### config.mk
export PLATFORM = sky130hd
export DESIGN_NAME = mul8_seq
export DESIGN_NICKNAME = d
export VERILOG_FILES = /design/src/rtl/mul8_seq.sv
export SDC_FILE = /design/constraint.sdc
export NUM_CORES = 1
export LEC_CHECK = 0
export CAP_MARGIN = 20
export CORE_ASPECT_RATIO = 1.5
export CORE_MARGIN = 2
export CORE_UTILIZATION = 50
export DETAILED_ROUTE_END_ITERATION = 10
export GPL_TIMING_DRIVEN = 0
export PLACE_DENSITY = 0.79
export SLEW_MARGIN = 40
export SYNTH_ARGS = -nofsm -noshare
export SYNTH_HDL_FRONTEND = slang
export SYNTH_SLANG_ARGS = --single-unit
export TNS_END_PERCENT = 5
### constraint.sdc
create_clock -name clk -period 5 [get_ports clk]
set_input_delay 1 -clock clk [delete_from_list [all_inputs] [get_ports clk]]
set_output_delay 1 -clock clk [all_outputs]
set_load 0.05 [all_outputs]
### src/rtl/mul8_seq.sv
// mul8_seq: sequential 8x8 unsigned multiplier. One 4x4 array multiplier is
// time-shared over four partial-product steps that accumulate a 16-bit
// product. Valid/ready handshakes on both sides, one operation in flight.
module mul8_seq #(
    parameter bit ZERO_SKIP = 1'b1
) (
    input  logic        clk,
    input  logic        rst_n,
    input  logic        in_valid_i,
    output logic        in_ready_o,
    input  logic [7:0]  a_i,
    input  logic [7:0]  b_i,
    output logic        out_valid_o,
    input  logic        out_ready_i,
    output logic [15:0] p_o,
    output logic        busy_o
);

    localparam logic [1:0] StIdle = 2'd0;
    localparam logic [1:0] StMul  = 2'd1;
    localparam logic [1:0] StDone = 2'd2;

    logic [1:0]  state_q, state_d;
    logic [7:0]  ra_q, ra_d;
    logic [7:0]  rb_q, rb_d;
    logic [15:0] acc_q, acc_d;
    logic [1:0]  step_q, step_d;
    logic        skip_q, skip_d;

    logic [3:0]  mul_a;
    logic [3:0]  mul_b;
    logic [7:0]  pp;
    logic [15:0] pp_sh;

    // Nibble select: step[0] picks the high nibble of ra, step[1] that of rb.
    always_comb begin
        mul_a = step_q[0] ? ra_q[7:4] : ra_q[3:0];
        mul_b = step_q[1] ? rb_q[7:4] : rb_q[3:0];
    end

    // Shared 4x4 array multiplier (mul_lrtl): sum of the gated, shifted rows.
    always_comb begin
        pp = 8'd0;
        for (int i = 0; i < 4; i++) begin
            pp = pp + ({4'd0, mul_a & {4{mul_b[i]}}} << i);
        end
    end

    // Align the zero-extended partial product to its weight for this step.
    always_comb begin
        pp_sh = 16'd0;
        unique case (step_q)
            2'd0:    pp_sh = {8'd0, pp};
            2'd1:    pp_sh = {4'd0, pp, 4'd0};
            2'd2:    pp_sh = {4'd0, pp, 4'd0};
            default: pp_sh = {pp, 8'd0};
        endcase
    end

    // Next-state logic for the controller and datapath registers.
    always_comb begin
        state_d = state_q;
        ra_d    = ra_q;
        rb_d    = rb_q;
        acc_d   = acc_q;
        step_d  = step_q;
        skip_d  = skip_q;
        case (state_q)
            StIdle: begin
                if (in_valid_i) begin
                    ra_d    = a_i;
                    rb_d    = b_i;
                    acc_d   = 16'd0;
                    step_d  = 2'd0;
                    skip_d  = ZERO_SKIP && ((a_i == 8'd0) || (b_i == 8'd0));
                    state_d = StMul;
                end
            end
            StMul: begin
                if (skip_q) begin
                    // Zero operand: retire after one cycle with acc still 0.
                    state_d = StDone;
                end else begin
                    acc_d  = acc_q + pp_sh;
                    step_d = step_q + 2'd1;
                    if (step_q == 2'd3) begin
                        state_d = StDone;
                    end
                end
            end
            StDone: begin
                if (out_ready_i) begin
                    state_d = StIdle;
                    step_d  = 2'd0;
                    skip_d  = 1'b0;
                end
            end
            default: begin
                state_d = StIdle;
            end
        endcase
    end

    // State registers with asynchronous active-low reset.
    always_ff @(posedge clk or negedge rst_n) begin
        if (!rst_n) begin
            state_q <= StIdle;
            ra_q    <= 8'd0;
            rb_q    <= 8'd0;
            acc_q   <= 16'd0;
            step_q  <= 2'd0;
            skip_q  <= 1'b0;
        end else begin
            state_q <= state_d;
            ra_q    <= ra_d;
            rb_q    <= rb_d;
            acc_q   <= acc_d;
            step_q  <= step_d;
            skip_q  <= skip_d;
        end
    end

    // Handshake and result outputs decoded from the state.
    always_comb begin
        in_ready_o  = (state_q == StIdle);
        out_valid_o = (state_q == StDone);
        busy_o      = (state_q != StIdle);
        p_o         = acc_q;
    end

endmodule

* Word-level counts from Yosys, hierarchy flattened *
Cells that the tools add are included.
W data, S select, Z words.

operators by class
  $add $sub $neg = 5
  $mul = 0
  div/mod/pow operators = 0
  $lt $le $gt $ge = 0
  equal/unequal tests = 9
  shift-type cells = 0
  mux-type cells = 17
  bitwise operators = 4
  reduce and logical (&&, ||, !) cells = 15

operators by type and width
  cell                   number
  $pmux W16 S2           2
  $mux W16               2
  $add A16 B16 Y16       1
  $and A4 B4 Y4          4
  $logic_not A8 Y1       2
  $mux W2                6
  $pmux W2 S3            2
  $reduce_and A3 Y1      3
  $add A7 B7 Y8          1
  $mux W4                2
  $add A6 B6 Y7          1
  $add A4 B5 Y6          1
  $eq A2 B2 Y1 const B   3
  $reduce_bool A2 Y1     3
  $eq A2 B1 Y1 const B   2
  $logic_not A2 Y1       2
  $ne A2 B2 Y1 const B   2
  $reduce_and A4 Y1      1
  $ne A3 B3 Y1 const B   1
  $reduce_bool A3 Y1     1
  $add A2 B1 Y2 const B  1
  $mux W1                2
  $ne A2 B1 Y1 const B   1
  $pmux W1 S2            1
  3 further kinds        3

word-level totals
  flip-flop bits (word level) = 37
  bits in latches = 0
  RAM bits = 0
  memory bits (read-only) = 0
  input port bits = 20
  output and inout port bits = 19
  logic and storage cells = 56
  memories = 0

* Depth between registers and ports, before layout *
  depth after elaboration = 9
  depth in mapped cells = 21

* Worst setup path before layout *
No wires, ideal clock.

  kind = register -> register
  start = reg step_q[0]
  end = reg acc_q[15], in the netlist p_o[15]
  library setup time = 126 ps
  arrival time = 4679 ps
  data required time = 4874 ps
  slack = 195 ps
  stages on the path, launching flop included = 22
  path buffers = 1
  period minus slack after synthesis = 4805 ps
  path through = dfrtp_1 -> clkbuf_1 -> mux2i_1 -> nor2_1 -> fa_1 -> inv_1 -> fa_1 -> inv_1 -> ha_1 -> fa_1 -> a21o_1 -> a21oi_1 -> xnor2_1 -> a22oi_1 -> nor2_1 -> ha_1 -> o211ai_1 -> nor2_1 -> a21oi_1 -> o21ai_1 -> xor2_1 -> a221o_1

on the way
  word-level cells in the longest chain between the ends = 9
  elaborated cells between the ends (all ways) = 16
  those cells by class = add/sub: 4; eq/ne: 2; mux: 4; bitwise: 4; reduce/logical: 2

RTL lines
  element                 RTL line  RTL
  start, declared         27        logic [1:0] step_q, step_d;
  start signal, assigned  118       step_q <= step_d;
  $mux W4                 37        mul_a = step_q[0] ? ra_q[7:4] : ra_q[3:0];
  $and A4 B4 Y4           45        pp = pp + ({4'd0, mul_a & {4{mul_b[i]}}} << i);
  $add A4 B5 Y6           45
  $add A6 B6 Y7           45
  $add A7 B7 Y8           45
  $pmux W16 S2 (*)        52        unique case (step_q)
  $add A16 B16 Y16 (*)    84        acc_d = acc_q + pp_sh;
  $mux W16 (*)            80        if (skip_q) begin
  $pmux W16 S2 (*)        68        case (state_q)
  end signal, assigned    110       acc_q <= 16'd0;
  end signal, assigned    117       acc_q <= acc_d;
  end, declared           26        logic [15:0] acc_q, acc_d;

Mark *: on every way between the ends. The rest lies on a longest branch, timed or not. The select of a mux whose other input is x is not followed.
A chain may end at the register's enable or synchronous reset.

* Final worst setup path *
Same ends and word-level chain as after synthesis.

==> flow_summary_export.csv <==
group,metric,value,unit
flow_run,drv_cap,0,
synthesis,syn_area,0.00276,mm²
routing,viasPerCell,5.44,
clocking,cts_made_buffers,5,
sta,rsz0062_at_grt,"yes",
setup_path,cp-end-kind,"flip-flop",
layout,antenna_cells,0,
sta,period_share,98.2,%
global_route,grt_pass1_wl,10000,µm
global_route,grt_pass1_vias,2369,
routing,wirelength,6200,µm
clocking,clk_pin_slew,0.08,ns
layout,syn2layout_area_growth,27.6,%
routing,wl_per_cell,14.1,µm
synthesis,synthCells,317,
setup_path,startpoint_type,"flip-flop",
synthesis,synth.area.top_cells,"dfrtp_1, ha_1, nand2_1, fa_1, mux2i_1",
routing,drtAntennaViolNets,0,
placement,gp_congestion,0.842,
synthesis,yosys_warnings,0,
min_path,holdCritPathClass,"reg -> reg",
layout,layout_common_cells,"nand2_1, clkdlybuf4s50_1, dfrtp_1",
sta,setup_viol,0,
synthesis,ys_ff_latch,37,
layout,layout_commonest_cell,"nand2_1",
layout,post-route-util,65.1,%
sta,holdWs,0.484,ns
synthesis,synth_cell_type_count,43,
sta,worst-slew-pin-transition,0.704,ns
clocking,clockBufferDepth,2,
sta,skew,0.0134,ns
setup_path,cp.required,5.18,ns
setup_path,cp_max_fo,7,
sta,period_needed,4.91,ns
status,status,"completed",
sta,slew_viol_final,0,
layout,layout-drive-gt1-share,13.6,%
clocking,ctsRootBufferMaster,"clkbuf_8",
global_route,overflow,0,
layout,fillCellCount,452,
placement,dpl-instance-area,0.00325,mm²
routing,drc,0,
synthesis,syn_area_per_cell,8.70,µm²
placement,hpwl,4870,µm
clocking,clk-insertion-delay-late,0.30,ns
placement,io_buffers,38,
global_route,grt_usage,21.1,%
routing,vias,2389,
clocking,cts.sink_count,37,
setup_path,cp_data_arrival_time,5.09,ns
layout,final_area,0.00352,mm²
layout,final_nets,421,
synthesis,synth_edf_count,0,
synthesis,synth_ff_type,"dfrtp_1",
floorplan,core-area,0.00541,mm²
sta,fin_tns_setup,0,ns
floorplan,dieHeight,95.0,µm
sta,max-slew-margin-rel,52.9,%
floorplan,io_pins,39,
clocking,cts_tree,"built",
floorplan,fp-row-count,33,
floorplan,initial_core_util,51.0,%
global_route,grt_max_degree,26,
synthesis,syn-num-nets,370,
clocking,htree_num_levels,2,
synthesis,synth_top_area_cell,"dfrtp_1",
routing,drtIter0Drc,142,
synthesis,synth_top_cell_area_share,33.6,%
clocking,cts-hold-fix-buffers,0,
sta,hold_viol_final,0,
sta,fmax,204,MHz
global_route,antenna_found_initial,0,
floorplan,die_area,0.00614,mm²
synthesis,yosysSeqAreaShare,33.6,%
synthesis,synth_async_sr_flop_share,100,%
floorplan,die_w,64.6,µm
routing,first_pass_iters,4,
setup_path,path_class,"reg -> reg",
==> cell type report <==
class | instances | area, µm² | share of cell area (%)
Multi-Input combinational cell | 260 | 1890 | 53.8
Sequential cell | 37 | 928 | 26.4
Timing Repair Buffer | 46 | 455 | 12.9
Tap cell | 70 | 87.6 | 2.49
Clock buffer | 6 | 72.6 | 2.06
Inverter | 10 | 37.5 | 1.07
Buffer | 8 | 31.3 | 0.889
Clock inverter | 2 | 15.0 | 0.427
==> registers in the layout (all words and copies together) (netlist names) <==
signal and cells:
state_q 2, step_q 2, p_o 16, skip_q 1
rb_q 8, ra_q 8
==> worst paths after layout <==
check / startpoint / end / slack, ns / cells after the start
min in group asynchronous: rst_n / p_o[4] / 0.59 / 1
worst min-delay path: ra_q[4] / ra_q[4] / 0.48 / 2
max in group asynchronous: rst_n / step_q[1] / 3.96 / 2
worst max-delay path: step_q[0] / p_o[15] / 0.09 / 19
worst min register to register: ra_q[4] / ra_q[4] / 0.48 / 2
worst max register to register: step_q[0] / p_o[15] / 0.09 / 19
==> critical path, stage by stage (launching register included) <==
cell	delay, ns
dfrtp_2	0.52
mux2i_4	0.24
or2_2	0.31
fa_2	0.41
fa_1	0.51
inv_1	0.04
ha_2	0.19
fa_2	0.39
a21o_1	0.18
a21oi_2	0.16
xnor2_2	0.11
a22oi_1	0.15
nor2_1	0.07
ha_1	0.37
o211ai_1	0.12
nor2_2	0.21
a21oi_2	0.10
o21ai_2	0.23
xor2_1	0.13
a221o_1	0.33
==> metrics by stage <==
step           std cells  worst slack [ns]
3_3_place_gp         425            -0.267
4_1_cts              432           0.00720
5_1_grt              439            -0.110
3_5_place_dp         426            -0.344
6_report             439            0.0908
2_1_floorplan        317             0.195
==> cell families (layout without fill, tap and decap cells) <==
group           count (synthesis)  count (layout)  share of synthesized area, %
simple gates                  125             125                          19.8
compound gates                 76              76                          18.6
flops                          37              37                          33.6
fa+ha+maj                      33              33                          16.6
buf+inv                        20              72                          2.77
xor+xnor                       16              16                          5.08
mux                            10              10                          3.63
==> per-layer routing <==
layer	GRT usage [%]	part of all wire, %
met5	0	0
met4	9.04	1.7
met3	3.81	2.5
met2	41.3	58
met1	21.4	38
==> cells in the mapped netlist (all sizes together) (2+ instances only) <==
| library cell | count |
|---|---|
| mux2i | 10 |
| xnor2 | 8 |
| fa | 6 |
| and2 | 9 |
| o21a | 3 |
| a21o | 7 |
| dfrtp | 37 |
| a211oi | 3 |
| nand2 | 68 |
| a21oi | 15 |
| o21ai | 22 |
| o211ai | 4 |
| clkbuf | 9 |
| xor2 | 8 |
| or4 | 2 |
| a22oi | 4 |
| nor4 | 2 |
| o31ai | 2 |
| nand3 | 3 |
| ha | 27 |
| or2 | 5 |
| nor2b | 4 |
| nand2b | 2 |
| nor2 | 26 |
| a22o | 7 |
| inv | 10 |
==> what timing repair did <==
action	CTS	global route
pin swaps	0	17
gates cloned	0	0
gates resized for setup	6	26
endpoints found under the setup margin	5	6
setup buffers	0	7
Power is left out: the tool's default activity adds up to more than one toggle a clock period on the data nets, which glitch-free logic cannot reach.
